<file path="src/rtl/aes_ks_pkg.sv">
// Shared constants, state encoding and the GF(2^8) doubling helper for the
// AES-128 key-schedule controller.
package aes_ks_pkg;

    localparam int         NR_AES128   = 10;
    localparam logic [7:0] RCON_INIT   = 8'h01;
    localparam logic [7:0] RCON_REDUCE = 8'h1B;

    typedef enum logic [2:0] {
        IDLE,
        LOAD,
        PRESENT,
        WAIT,
        STEP
    } ks_state_e;

    // Multiply by x in GF(2^8) modulo the AES polynomial.
    function automatic logic [7:0] xtime(input logic [7:0] b);
        return {b[6:0], 1'b0} ^ (b[7] ? RCON_REDUCE : 8'h00);
    endfunction

endpackage

</file>
<file path="src/rtl/aes_rcon_gen.sv">
// Round-constant register: restarts at RCON_INIT on init and doubles in
// GF(2^8) on advance.
module aes_rcon_gen
    import aes_ks_pkg::*;
(
    input  logic       clk,
    input  logic       rst,
    input  logic       init,
    input  logic       advance,
    output logic [7:0] rc
);

    logic [7:0] rc_q;
    logic [7:0] rc_d;

    always_comb begin
        rc_d = rc_q;
        if (init) begin
            rc_d = RCON_INIT;
        end else if (advance) begin
            rc_d = xtime(rc_q);
        end
    end

    always_ff @(posedge clk) begin
        if (rst) begin
            rc_q <= RCON_INIT;
        end else begin
            rc_q <= rc_d;
        end
    end

    assign rc = rc_q;

endmodule

</file>
<file path="src/rtl/aes_key_sched_ctrl.sv">
// AES-128 round-key expansion sequencer: loads the datapath, paces it around the
// S-box latency and streams round keys 0..NR. Optional store: AES_KS_ROUND_KEY_STORE_EN.
module aes_key_sched_ctrl
    import aes_ks_pkg::*;
#(
    parameter int NR           = NR_AES128,
    parameter int SBOX_LATENCY = 1
) (
    input  logic         clk,
    input  logic         rst,
    input  logic         key_valid,
    output logic         key_ready,
    input  logic [127:0] key_in,
    input  logic         abort,
    output logic [127:0] ke_key,
    output logic         ke_load,
    output logic         ke_enable,
    output logic [31:0]  ke_rcon,
    input  logic [127:0] ke_key_out,
    output logic         rk_valid,
    input  logic         rk_ready,
    output logic [127:0] rk_data,
    output logic [3:0]   rk_idx,
    output logic         busy,
    output logic         done,
    input  logic [3:0]   rk_rd_idx,
    output logic [127:0] rk_rd_data,
    output logic         store_valid
);

    localparam logic [3:0] NR_IDX    = 4'(NR);
    localparam logic [1:0] WAIT_LOAD = 2'(SBOX_LATENCY);

    ks_state_e    state_q, state_d;
    logic [3:0]   round_q, round_d;
    logic [1:0]   wait_q, wait_d;
    logic [127:0] key_q, key_d;
    logic         rc_init, rc_advance;
    logic [7:0]   rc;
    logic         rk_fire;

    aes_rcon_gen u_rcon (
        .clk    (clk),
        .rst    (rst),
        .init   (rc_init),
        .advance(rc_advance),
        .rc     (rc)
    );

    always_comb begin
        // NOTE: every output of this block gets a default first so that no path
        // through the case statement can leave a signal unassigned and infer a latch.
        state_d    = state_q;
        round_d    = round_q;
        wait_d     = wait_q;
        key_d      = key_q;
        rc_init    = 1'b0;
        rc_advance = 1'b0;
        key_ready  = 1'b0;
        ke_load    = 1'b0;
        ke_enable  = 1'b0;
        ke_rcon    = 32'h0;
        rk_valid   = 1'b0;
        rk_fire    = 1'b0;
        done       = 1'b0;

        unique case (state_q)
            IDLE: begin
                key_ready = !abort;
                if (key_valid && !abort) begin
                    key_d   = key_in;
                    round_d = 4'd0;
                    rc_init = 1'b1;
                    state_d = LOAD;
                end
            end
            LOAD: begin
                ke_load   = 1'b1;
                ke_enable = 1'b1;
                state_d   = PRESENT;
            end
            PRESENT: begin
                rk_valid = 1'b1;
                rk_fire  = rk_ready && !abort;
                if (rk_fire) begin
                    if (round_q == NR_IDX) begin
                        done    = 1'b1;
                        state_d = IDLE;
                    end else if (SBOX_LATENCY == 0) begin
                        state_d = STEP;
                    end else begin
                        wait_d  = WAIT_LOAD;
                        state_d = WAIT;
                    end
                end
            end
            WAIT: begin
                if (wait_q <= 2'd1) begin
                    state_d = STEP;
                end else begin
                    wait_d = wait_q - 2'd1;
                end
            end
            STEP: begin
                ke_enable  = 1'b1;
                ke_rcon    = {rc, 24'h0};
                round_d    = round_q + 4'd1;
                rc_advance = 1'b1;
                state_d    = PRESENT;
            end
            default: state_d = IDLE;
        endcase

        // Abort wins over everything except reset, including a same-cycle handshake.
        if (abort) begin
            state_d    = IDLE;
            key_d      = key_q;
            round_d    = round_q;
            rc_init    = 1'b0;
            rc_advance = 1'b0;
        end
    end

    always_ff @(posedge clk) begin
        if (rst) begin
            state_q <= IDLE;
            round_q <= 4'd0;
            wait_q  <= 2'd0;
            key_q   <= 128'h0;
        end else begin
            state_q <= state_d;
            round_q <= round_d;
            wait_q  <= wait_d;
            key_q   <= key_d;
        end
    end

    // The datapath holds its registers while ke_enable is low, so the stream
    // stays stable under back-pressure without a local copy.
    assign ke_key  = key_q;
    assign rk_data = ke_key_out;
    assign rk_idx  = round_q;
    assign busy    = (state_q != IDLE);

`ifdef AES_KS_ROUND_KEY_STORE_EN
    logic [127:0] store_q [NR+1];
    logic         store_valid_q, store_valid_d;

    always_comb begin
        store_valid_d = store_valid_q;
        if (state_q == LOAD) begin
            store_valid_d = 1'b0;
        end else if (rk_fire && round_q == NR_IDX) begin
            store_valid_d = 1'b1;
        end
    end

    always_ff @(posedge clk) begin
        if (rst) begin
            store_valid_q <= 1'b0;
        end else begin
            store_valid_q <= store_valid_d;
        end
    end

    // NOTE: the key store has no reset; store_valid alone says whether its
    // contents belong to a complete schedule, so resetting the array buys nothing.
    always_ff @(posedge clk) begin
        if (rk_fire && !rst) begin
            store_q[round_q] <= ke_key_out;
        end
    end

    assign rk_rd_data  = (rk_rd_idx <= NR_IDX) ? store_q[rk_rd_idx] : 128'h0;
    assign store_valid = store_valid_q;
`else
    logic unused_rd_idx;
    assign unused_rd_idx = ^rk_rd_idx;
    assign rk_rd_data    = 128'h0;
    assign store_valid   = 1'b0;
`endif

endmodule

</file>
<file path="config.mk">
export PLATFORM = sky130hd
export DESIGN_NAME = aes_key_sched_ctrl
export DESIGN_NICKNAME = d
export VERILOG_FILES = /design/src/rtl/aes_ks_pkg.sv /design/src/rtl/aes_rcon_gen.sv /design/src/rtl/aes_key_sched_ctrl.sv
export SDC_FILE = /design/constraint.sdc
export NUM_CORES = 1
export LEC_CHECK = 0
export CORE_AREA = 8 8 263 265
export CTS_BUF_LIST = sky130_fd_sc_hd__clkbuf_4
export DETAILED_ROUTE_END_ITERATION = 8
export DIE_AREA = 0 0 271 273
export HOLD_SLACK_MARGIN = 0.08
export PLACE_DENSITY = 0.39
export SLEW_MARGIN = 40
export SYNTH_ARGS = -nofsm -noshare
export SYNTH_HDL_FRONTEND = slang
export SYNTH_HIERARCHICAL = 1
export SYNTH_SLANG_ARGS = --single-unit
</file>
<file path="constraint.sdc">
create_clock -name clk -period 4.55 [get_ports clk]
set_input_delay 0.91 -clock clk [delete_from_list [all_inputs] [get_ports clk]]
set_output_delay 0.91 -clock clk [all_outputs]
set_load 0.05 [all_outputs]
</file>
==> flow_summary.toml <==
[run_status]
status = "completed"

[synth]
syn_area_per_cell_um2 = 7.93
yosysWarnings = 6
muxShareOfSynthArea = 0.00533
yosysSeqAreaShare = 0.387
synthAdderAreaFrac = 0.00500
ys.flop_type = "dfxtp_1"
syn_inst = 947
synthXorXnorAreaFrac = 0.00700
synth_area_um2 = 7510
synth_compound_area_frac = 0.0993
ys_seq_elements = 145
yosys.area_share.simple = 0.173
synth_edf_count = 0
synth_top_family_by_area = "buffers and inverters"
async_flop_share = 0
synth.distinct_cells = 43

[power]
netSwitchingPower_mw = 1.24
vdd.ir_drop.worst_mv = 0.142
pwr-share-seq = 0.431
pwr_density_cell_nw_per_um2 = 317
internal_power_mw = 1.90
pwr-share-clk = 0.292
comb_power_share = 0.277
power_mw = 3.14
power.leakage_nw = 3.51
switching_share = 0.396

[sta]
hold_ws_ns = 0.461
fin_skew_ns = 0.0191
max_freq_mhz = 273
slew_viol_final = 0
rsz0062_at_grt = "false"
setup_tns_ns = 0
setup_viol = 0
slew_headroom = 0.550
timing.final.crit_share = 0.806
hold_violations = 0
layout_min_cycle_time_ns = 3.67
tightest_slew_ns = 0.672
layout_setup_ws_ns = 0.884

[floorplanning]
die_area_um2 = 74000
io_pins = 692
initial_core_util = 0.115
fp.dieW_um = 271
core_area_um2 = 65000
num_rows = 94
fp.dieH_um = 273

[hold_path]
hold_path.class = "register to register"

[route]
drt-vias-per-instance = 2.97
drt-total-wl_um = 26100
drt_iter0_markers = 197
firstDrtPassIters = 4
vias = 5791
drc = 0
drt.antenna.violating_nets = 0
wire_per_inst_um = 13.4

[placed_design]
port_buffers = 278
gp_congestion = 0.716
pre_cts_ws_ns = 0.897
dp_hpwl_um = 18600

[clocking]
root_buffer = "clkbuf_4"
htreeDepth = 4
postCtsSetupBuffers = 0
clock-sinks = 145
ctsHoldBuffers = 0
post_cts_resized = 0
cts_inserted_buffers = 17
clk_latency_ns = 0.68
ctsLongestPathBuffers = 2
cts_tree = "built"
cts.clk_slew.worst_paths_ns = 0.14

[layout]
drive_gt1_frac = 0.0424
final_cell_mix = "clkdlybuf4s50_1, nand2_1, conb_1"
final_common_cell = "clkdlybuf4s50_1"
nNetsFinal = 1339
area_growth_pct = 32.2

[critical_path]
critPathRequiredTime_ns = 3.64
crit_arrival_ns = 2.76
critPathMaxFanout = 10
path_class = "register to output port"
startpoint_type = "register"
crit_path_end_kind = "output port"

[grt]
grt_pass1_wl_um = 38200
grt_pass1_vias = 6036
grt_max_degree = 129
antenna_found_initial = 3
track_usage = 0.0682
grt_overflow = 0

[job]
max_cap_viol_count = 0
-- kinds of logic after synthesis --
group / after synthesis
AOI/OAI and AO/OA: 143
xor gates and xnor gates: 6
adders and majority gates: 3
buffers and inverters: 335
DFF: 145
muxes: 4
other: 1
and+or+nand+nor: 310
-- Yosys cell counts (all sizes together), types with 4 or more instances --
master	n	share of area
buf	320	0.32
xnor2	6	0.0070
nor2b	4	0.0033
a21oi	129	0.086
dfxtp	145	0.39
nor3	4	0.0027
and2	10	0.0083
mux2i	4	0.0053
nand2	259	0.13
clkbuf	10	0.0052
nor2	16	0.0093
inv	5	0.0025
-- layout make-up --
type                            instances  area (um2)
Clock inverter                         13         138
Tap cell                              864        1080
Inverter                                5        21.3
Fill cell                            7424       55100
Multi-Input combinational cell        619        2760
Sequential cell                       145        2900
Antenna cell                            5        12.5
Clock buffer                           19         143
Timing Repair Buffer                  283        2870
-- sequential cells by signal (all words and copies together) (netlist names) --
name / count
ke_key: 128
wait_q: 2
rk_idx: 4
u_rcon/rc: 8
state_q: 3
-- power by group through the flow --
stage	clock, mW	sequential [mW]	combinational [mW]
after floorplan	0	1.57	0.818
after global placement	0	1.38	0.875
after detailed placement	0	1.38	0.876
after CTS	1.04	1.36	0.877
after global routing	1.08	1.36	0.919
final	0.918	1.35	0.871
-- final timing paths --
check	depth (start not counted)	end	startpoint	slack [ns]
min	2	ke_key[35]	ke_key[35]	0.46
max reg2reg	6	ke_key[82]	state_q[1]	2.60
max	4	ke_enable	state_q[0]	0.88
min reg2reg	2	ke_key[35]	ke_key[35]	0.46
-- worst max-delay path: stages (launching register included) --
cell	delay [ns]
dfxtp_1	0.65
inv_1	0.21
nor3_1	0.27
or2_2	0.16
clkdlybuf4s50_1	0.80
-- through the flow --
stage | utilization | std cells | cell area [um2]
6_report | 0.153 | 1953 | 9920
3_5_place_dp | 0.148 | 1916 | 9630
4_1_cts | 0.152 | 1948 | 9910
3_3_place_gp | 0.148 | 1916 | 9630
5_1_grt | 0.153 | 1953 | 9920
2_1_floorplan | - | 1099 | 8080
-- routing by layer --
layer,share of wire,GRT usage,up-vias
li1,-,-,2817
met5,0.00038,0,-
met1,0.36,0.0664,2577
met2,0.47,0.108,323
met3,0.12,0.0449,72
met4,0.046,0.0414,2
Power figures use the tool's default switching activity.
